==> src/rtl/hazard_ctrl_sb_if.sv <==
// hazard_ctrl_sb_if: ID/EX/MEM hazard inputs and pipeline control outputs of hazard_ctrl_sb.
// master = pipeline side (drives hazard inputs), slave = hazard controller.
// HAZ_PERF_EN adds the stall_cycles / flush_events counters.
interface hazard_ctrl_sb_if #(
  parameter int NUM_SRC = 2,
  parameter int REG_AW  = 5
);
  logic                      id_valid;
  logic [NUM_SRC*REG_AW-1:0] id_rs_addr;
  logic [NUM_SRC-1:0]        id_rs_used;
  logic [REG_AW-1:0]         id_rd_addr;
  logic                      id_rd_we;
  logic                      id_long_op;
  logic                      ex_mem_read;
  logic [REG_AW-1:0]         ex_rd_addr;
  logic                      branch_taken;
  logic                      lop_done;
  logic [REG_AW-1:0]         lop_rd_addr;
  logic                      imem_wait;
  logic                      dmem_wait;
  logic                      pc_stall, if_stall, if_flush, id_stall, id_flush, ex_stall, mem_stall;
  logic                      lop_full;
`ifdef HAZ_PERF_EN
  logic [31:0]               stall_cycles, flush_events;
`endif
  modport master (
    output id_valid, id_rs_addr, id_rs_used, id_rd_addr, id_rd_we, id_long_op,
           ex_mem_read, ex_rd_addr, branch_taken, lop_done, lop_rd_addr, imem_wait, dmem_wait,
    input  pc_stall, if_stall, if_flush, id_stall, id_flush, ex_stall, mem_stall, lop_full
`ifdef HAZ_PERF_EN
    , input stall_cycles, flush_events
`endif
  );
  modport slave (
    input  id_valid, id_rs_addr, id_rs_used, id_rd_addr, id_rd_we, id_long_op,
           ex_mem_read, ex_rd_addr, branch_taken, lop_done, lop_rd_addr, imem_wait, dmem_wait,
    output pc_stall, if_stall, if_flush, id_stall, id_flush, ex_stall, mem_stall, lop_full
`ifdef HAZ_PERF_EN
    , output stall_cycles, flush_events
`endif
  );
endinterface

==> src/rtl/hazard_ctrl_sb.sv <==
// hazard_ctrl_sb: stall/flush controller with long-op scoreboard for the 5-stage RISC-V pipeline.
// Ports: clk, rst_n (async active-low); hz (slave modport) carries ID/EX hazard inputs,
// branch/memory-wait inputs, the seven stall/flush controls and lop_full.
// Optional macro HAZ_PERF_EN adds saturating stall_cycles / flush_events counters.
module hazard_ctrl_sb #(
  parameter int NUM_SRC   = 2,
  parameter int REG_AW    = 5,
  parameter int LOP_DEPTH = 4
) (
  input logic             clk,
  input logic             rst_n,
  hazard_ctrl_sb_if.slave hz
);
  localparam int NREG = 2 ** REG_AW;
  localparam int CW   = $clog2(LOP_DEPTH + 1);
  typedef enum logic {RUN, REDIRECT} state_t;
  state_t          state_q, state_d;
  logic [NREG-1:0] pend_q, pend_d;
  logic [CW-1:0]   lop_cnt_q, lop_cnt_d;
  logic            lop_full_q;
  logic            lu, raw, waw, strct, hz_c, issue, done_ok;
  // x0 sources are skipped, so a load or pending entry on x0 can never match
  always_comb begin
    lu  = 1'b0;
    raw = 1'b0;
    for (int k = 0; k < NUM_SRC; k++)
      if (hz.id_rs_used[k] && hz.id_rs_addr[k*REG_AW +: REG_AW] != '0) begin
        lu  = lu | (hz.ex_mem_read && hz.ex_rd_addr == hz.id_rs_addr[k*REG_AW +: REG_AW]);
        raw = raw | pend_q[hz.id_rs_addr[k*REG_AW +: REG_AW]];
      end
  end
  assign waw     = hz.id_rd_we && hz.id_rd_addr != '0 && pend_q[hz.id_rd_addr];
  assign strct   = hz.id_long_op && lop_cnt_q == CW'(LOP_DEPTH);
  assign hz_c    = hz.id_valid && (lu || raw || waw || strct);
  assign issue   = hz.id_valid && hz.id_long_op && hz.id_rd_we && !hz_c && !hz.dmem_wait &&
                   !hz.branch_taken && state_q == RUN;
  assign done_ok = hz.lop_done && lop_cnt_q != '0;
  // set is applied after clear so a same-register issue keeps the entry pending
  always_comb begin
    pend_d = pend_q;
    if (done_ok) pend_d[hz.lop_rd_addr] = 1'b0;
    if (issue && hz.id_rd_addr != '0) pend_d[hz.id_rd_addr] = 1'b1;
    lop_cnt_d = lop_cnt_q + CW'(issue) - CW'(done_ok);
  end
  always_comb begin
    state_d      = state_q;
    hz.pc_stall  = 1'b0;
    hz.if_stall  = 1'b0;
    hz.if_flush  = 1'b0;
    hz.id_stall  = 1'b0;
    hz.id_flush  = 1'b0;
    hz.ex_stall  = 1'b0;
    hz.mem_stall = 1'b0;
    if (!rst_n) begin
      state_d = RUN;
    end else if (hz.dmem_wait) begin
      hz.pc_stall  = 1'b1;
      hz.if_stall  = 1'b1;
      hz.id_stall  = 1'b1;
      hz.ex_stall  = 1'b1;
      hz.mem_stall = 1'b1;
    end else if (state_q == REDIRECT) begin
      // wrong-path fetch in flight: keep squashing until its word has arrived
      hz.if_flush = 1'b1;
      hz.pc_stall = hz.imem_wait;
      state_d     = hz.imem_wait ? REDIRECT : RUN;
    end else if (hz.branch_taken) begin
      hz.if_flush = 1'b1;
      hz.id_flush = 1'b1;
      state_d     = hz.imem_wait ? REDIRECT : RUN;
    end else if (hz_c) begin
      hz.pc_stall = 1'b1;
      hz.if_stall = 1'b1;
      hz.id_flush = 1'b1;
    end else if (hz.imem_wait) begin
      hz.pc_stall = 1'b1;
      hz.if_flush = 1'b1;
    end
  end
  always_ff @(posedge clk or negedge rst_n)
    if (!rst_n) begin
      state_q    <= RUN;
      pend_q     <= '0;
      lop_cnt_q  <= '0;
      lop_full_q <= 1'b0;
    end else begin
      state_q    <= state_d;
      pend_q     <= pend_d;
      lop_cnt_q  <= lop_cnt_d;
      lop_full_q <= lop_cnt_d == CW'(LOP_DEPTH);
    end
  assign hz.lop_full = lop_full_q;
`ifdef HAZ_PERF_EN
  logic [31:0] stall_cycles_q, flush_events_q;
  logic        if_flush_q;
  always_ff @(posedge clk or negedge rst_n)
    if (!rst_n) begin
      stall_cycles_q <= '0;
      flush_events_q <= '0;
      if_flush_q     <= 1'b0;
    end else begin
      if (hz.pc_stall && stall_cycles_q != '1) stall_cycles_q <= stall_cycles_q + 32'd1;
      if (hz.if_flush && !if_flush_q && flush_events_q != '1) flush_events_q <= flush_events_q + 32'd1;
      if_flush_q <= hz.if_flush;
    end
  assign hz.stall_cycles = stall_cycles_q;
  assign hz.flush_events = flush_events_q;
`endif
endmodule

==> src/flat_wrapper.sv <==
// flat-port wrapper written by rule: the top's interface ports become plain ports
module hazard_ctrl_sb_flat 
#(
  parameter int NUM_SRC   = 2,
  parameter int REG_AW    = 5,
  parameter int LOP_DEPTH = 4
)
  (clk, rst_n, hz_id_valid, hz_id_rs_addr, hz_id_rs_used, hz_id_rd_addr, hz_id_rd_we, hz_id_long_op, hz_ex_mem_read, hz_ex_rd_addr, hz_branch_taken, hz_lop_done, hz_lop_rd_addr, hz_imem_wait, hz_dmem_wait, hz_pc_stall, hz_if_stall, hz_if_flush, hz_id_stall, hz_id_flush, hz_ex_stall, hz_mem_stall, hz_lop_full);
  hazard_ctrl_sb_if #(.NUM_SRC(NUM_SRC), .REG_AW(REG_AW)) hz_i ();
  input logic clk;
  input logic rst_n;
  input wire logic [$bits(hz_i.id_valid)-1:0] hz_id_valid;
  input wire logic [$bits(hz_i.id_rs_addr)-1:0] hz_id_rs_addr;
  input wire logic [$bits(hz_i.id_rs_used)-1:0] hz_id_rs_used;
  input wire logic [$bits(hz_i.id_rd_addr)-1:0] hz_id_rd_addr;
  input wire logic [$bits(hz_i.id_rd_we)-1:0] hz_id_rd_we;
  input wire logic [$bits(hz_i.id_long_op)-1:0] hz_id_long_op;
  input wire logic [$bits(hz_i.ex_mem_read)-1:0] hz_ex_mem_read;
  input wire logic [$bits(hz_i.ex_rd_addr)-1:0] hz_ex_rd_addr;
  input wire logic [$bits(hz_i.branch_taken)-1:0] hz_branch_taken;
  input wire logic [$bits(hz_i.lop_done)-1:0] hz_lop_done;
  input wire logic [$bits(hz_i.lop_rd_addr)-1:0] hz_lop_rd_addr;
  input wire logic [$bits(hz_i.imem_wait)-1:0] hz_imem_wait;
  input wire logic [$bits(hz_i.dmem_wait)-1:0] hz_dmem_wait;
  output wire logic [$bits(hz_i.pc_stall)-1:0] hz_pc_stall;
  output wire logic [$bits(hz_i.if_stall)-1:0] hz_if_stall;
  output wire logic [$bits(hz_i.if_flush)-1:0] hz_if_flush;
  output wire logic [$bits(hz_i.id_stall)-1:0] hz_id_stall;
  output wire logic [$bits(hz_i.id_flush)-1:0] hz_id_flush;
  output wire logic [$bits(hz_i.ex_stall)-1:0] hz_ex_stall;
  output wire logic [$bits(hz_i.mem_stall)-1:0] hz_mem_stall;
  output wire logic [$bits(hz_i.lop_full)-1:0] hz_lop_full;
  assign hz_i.id_valid = hz_id_valid;
  assign hz_i.id_rs_addr = hz_id_rs_addr;
  assign hz_i.id_rs_used = hz_id_rs_used;
  assign hz_i.id_rd_addr = hz_id_rd_addr;
  assign hz_i.id_rd_we = hz_id_rd_we;
  assign hz_i.id_long_op = hz_id_long_op;
  assign hz_i.ex_mem_read = hz_ex_mem_read;
  assign hz_i.ex_rd_addr = hz_ex_rd_addr;
  assign hz_i.branch_taken = hz_branch_taken;
  assign hz_i.lop_done = hz_lop_done;
  assign hz_i.lop_rd_addr = hz_lop_rd_addr;
  assign hz_i.imem_wait = hz_imem_wait;
  assign hz_i.dmem_wait = hz_dmem_wait;
  assign hz_pc_stall = hz_i.pc_stall;
  assign hz_if_stall = hz_i.if_stall;
  assign hz_if_flush = hz_i.if_flush;
  assign hz_id_stall = hz_i.id_stall;
  assign hz_id_flush = hz_i.id_flush;
  assign hz_ex_stall = hz_i.ex_stall;
  assign hz_mem_stall = hz_i.mem_stall;
  assign hz_lop_full = hz_i.lop_full;
  hazard_ctrl_sb #(.NUM_SRC(NUM_SRC), .REG_AW(REG_AW), .LOP_DEPTH(LOP_DEPTH)) u_core (.clk(clk), .rst_n(rst_n), .hz(hz_i));
endmodule
==> config.mk <==
export PLATFORM = sky130hd
export DESIGN_NAME = hazard_ctrl_sb_flat
export DESIGN_NICKNAME = d
export VERILOG_FILES = /design/src/rtl/hazard_ctrl_sb_if.sv /design/src/rtl/hazard_ctrl_sb.sv /design/src/flat_wrapper.sv
export SDC_FILE = /design/constraint.sdc
export NUM_CORES = 1
export LEC_CHECK = 0
export CAP_MARGIN = 20
export CORE_ASPECT_RATIO = 1.5
export CORE_UTILIZATION = 26
export CTS_BUF_LIST = sky130_fd_sc_hd__clkbuf_16
export CTS_CLUSTER_SIZE = 10
export DETAILED_ROUTE_END_ITERATION = 8
export DONT_BUFFER_PORTS = 1
export GPL_TIMING_DRIVEN = 1
export PLACE_DENSITY_LB_ADDON = 0.2
export SETUP_SLACK_MARGIN = 0.3
export SLEW_MARGIN = 40
export SYNTH_ARGS = -nofsm -noshare
export SYNTH_HDL_FRONTEND = slang
export SYNTH_SLANG_ARGS = --single-unit
==> constraint.sdc <==
create_clock -name clk -period 6.5 [get_ports clk]
set_clock_uncertainty 0.05 [all_clocks]
set_input_delay 0.65 -clock clk [delete_from_list [all_inputs] [get_ports clk]]
set_output_delay 0.65 -clock clk [all_outputs]
set_load 0.03 [all_outputs]
==> results.md <==
- Status: finished clean
- Initial DRC count: approximately 200
- R2R setup slack: 3.11 ns
- Required time of the critical path: 5.80 ns
- First-pass GRT wire length: 13800 µm
- CP Max Fanout: 8
- GPL Wtd Cong: 0.809
- Area Overhead vs Synth: 7.31%
- # setup viols final: 0
- Layout cell share with drive strength beyond 1: 12.4%
- WL per Instance: 21.2 µm
- Yosys reg bits: 37
- Synth unique cells: 51
- FMAX: 283 MHz
- Final Cycle Share: a little over half
- Clock transition at path regs: 0.05 ns
- Total wire length: about 8900 µm
- Core box area: between 0.01 and 0.015 mm²
- Worst r2r dst: u_core.hz.lop_full$_DFF_PN0_
- Critical Path Start Type: input pin
- Router iterations before antenna repair: 4
- CP peak stage delay: 0.52 ns
- Internal power: 0.451 mW
- CTS tree: done
- Die height: 131 µm
- Clock root buffer: clkbuf_16
- Final Hold Viols: 0
- Post-CTS sizing: 0
- Final TNS setup: 0 ns
- Post-layout min period: approximately 3.5 ns
- Worst vdd ir: 0.0702 mV
- Syn nets: between 300 and 400
- CTS Buffer Depth: 2
- Yosys warns: 0
- Num CTS Buffers: 5
- Max H-tree Level: 2
- Clk network pwr share: 35.3%
- R2R depth: 12
- EDFF count, synth: 0
- Die area: 0.0115 mm²
- Comb pwr share: 21.2%
- Area share of the largest cell type after synthesis: 32.2%
- Post-synth ARST share: 100%
- Remaining DRCs: 0
- Crit path buffers/inverters: 0
- Ant diodes: 0
- Die W: 87.9 µm
- Avg Cell Area, Syn: 9.99 µm²
- Insertion delay of the later-clocked pin in the worst-skew pair: 0.28 ns
- Netlist Area Pre-Place: roughly 0.0029 mm²
- Switch share: between 20% and 30%
- Layout fillers: 1131
- Power density cells: roughly 200 mW/mm²
- Largest delay share family, worst path: simple AND/OR/NAND/NOR gates
- Worst path cell trace: or3b_1 -> o22ai_1 -> or4_1 -> a311oi_2 -> a21boi_0 -> nor3_2
- # rows: 46
- Cells after Synth: 288
- Max-Cap Viols: 0
- I/O pin cnt: 45
- Crit-path slowest cell: nor3_2
- Setup crit end kind: output pin
- Synth cell count leaders: dfrtp_1 (37), o21ai_0 (35), mux2i_1 (33)
- Slew @ Worst Pin: 0.576 ns
- Hold_ws: around 0.015 ns
- Worst min path class: in2async
- Port Buf Inserts: 0
- Starting Density: between 20% and 30%
- Seq pwr share: around 43%
- Ys flop type: dfrtp_1
- Critical R2R Launch: u_core.pend_q[3]$_DFF_PN0_
- Grt ovf: 0
- Most frequent cell after synthesis: dfrtp_1
- Psw: 0.184 mW
- RSZ-0062 raised after global routing: no
- Initial antenna violation count: 0
- Via count: ~2400
- Nets: 314
- Lkg Pwr: 1.21 nW
- Largest net degree at the start of global routing: 44
- Vias in the first global route: approximately 2400
- CTS sink count: 37
- Max_slew headroom: between 60% and 70%
- Slew Limit Fails: 0
- Vias per inst: 5.67
- Tot GR Track Use: between 15 and 20%
- Detailed placement HPWL: 6830 µm
- Critical path arrival: 2.84 ns
- Synth top area cells: dfrtp_1 (32%), mux2i_1 (11%), mux4_2 (7.0%), o31ai_1 (6.3%), o21ai_0 (6.1%)
- WS Path Type: in2out
- Final ANT Viol Nets: 0
- Register area share after synthesis: between 30% and 40%
- Top cell type by total area after synthesis: dfrtp_1
placed cells by master (no fill, tap or decap), types with 2 or more instances in the layout:
cell type and instances:
dfrtp_1 37, o21ai_0 35, mux2i_1 33, o31ai_1 24, nand2_1 13, inv_1 12
nand3b_1 9, mux4_2 9, o22ai_1 8, o31ai_2 8, nand3_1 7, nor2_1 7
xnor2_1 7, xor2_1 5, clkbuf_16 5, or3b_2 4, o21a_1 4, nor4_1 3
a22oi_1 3, nand2b_1 2, or3_1 2, or4_1 2, a211oi_1 2, nor2b_1 2
nand4_1 2, a21oi_1 2, o32ai_1 2, nor3b_1 2, a21boi_0 2, ha_1 2
cells by family after synthesis:
| family | Yosys count | synth area share, % |
|---|---|---|
| buffers and inverters | 31 | 5.74 |
| AOI/OAI and AO/OA | 97 | 24.1 |
| DFF | 37 | 32.2 |
| and+or+nand+nor | 66 | 14.2 |
| adders and majority gates | 3 | 1.57 |
| xor gates and xnor gates | 12 | 3.65 |
| muxes | 42 | 18.5 |
power by group through the flow:
stage	Sequential, mW	Clock [mW]	Combinational, mW
floorplan	0.271	0	0.120
detailed placement	0.281	0	0.135
CTS	0.276	0.230	0.135
finish	0.276	0.225	0.135
global placement	0.280	0	0.133
global route	0.279	0.243	0.150
cell type report:
class / instances / area, µm² / share of cell area [%]
Clock buffer: 5 / 125 / 4.05
Clock inverter: 3 / 11.3 / 0.365
Timing Repair Buffer: 1 / 10.0 / 0.324
Inverter: 9 / 33.8 / 1.09
Multi-Input combinational cell: 220 / 1800 / 58.3
Sequential cell: 37 / 926 / 30.0
Tap cell: 144 / 180 / 5.84
flip-flops by register name, summed over array words and instances, names as in the netlist:
name	cells
u_core.lop_cnt_q	3
u_core.pend_q	32
u_core.hz.lop_full	1
u_core.state_q	1
how the worst max path moves through the flow:
| stage | startpoint | end | slack, ns | depth (start not counted) |
|---|---|---|---|---|
| floorplan | hz_id_rd_addr[1] | hz_if_flush | 2.91 | 9 |
| global placement | hz_id_rd_addr[3] | u_core.hz.lop_full$_DFF_PN0_ | 2.54 | 11 |
| detailed placement | hz_id_rd_addr[3] | hz_if_flush | 2.73 | 6 |
| CTS | hz_id_rd_addr[3] | hz_if_flush | 2.73 | 6 |
| global route | hz_id_rd_addr[4] | u_core.hz.lop_full$_DFF_PN0_ | 2.79 | 11 |
| finish | hz_id_rd_addr[3] | hz_if_flush | 2.96 | 6 |
timing repair:
action / CTS / global route
setup endpoints to repair: 0 / 0
endpoints found under the hold margin: 0 / 8
buffers inserted: 0 / 0
hold buffers: 0 / 1
through the flow:
step                      util [%]  total power [mW]  setup WS, ns  instance area (µm²)  instances
after floorplan                  -             0.392          2.91                 2880        288
after global placement        27.5             0.413          2.54                 2930        410
after detailed placement      27.6             0.415          2.73                 2930        410
after CTS                     28.8             0.642          2.73                 3070        418
after global routing          29.0             0.673          2.79                 3090        419
final                         29.0             0.636          2.96                 3090        419
metal layers:
metal  up-vias  share of wire [%]  GRT usage (%)
li1       1080                  -              -
met1      1204                 40           18.3
met2        78                 51           29.0
met3        15                6.7           3.58
met4         0                2.7           7.52
met5         -                  0              0
Note: power is estimated with default switching activity, not from simulation.
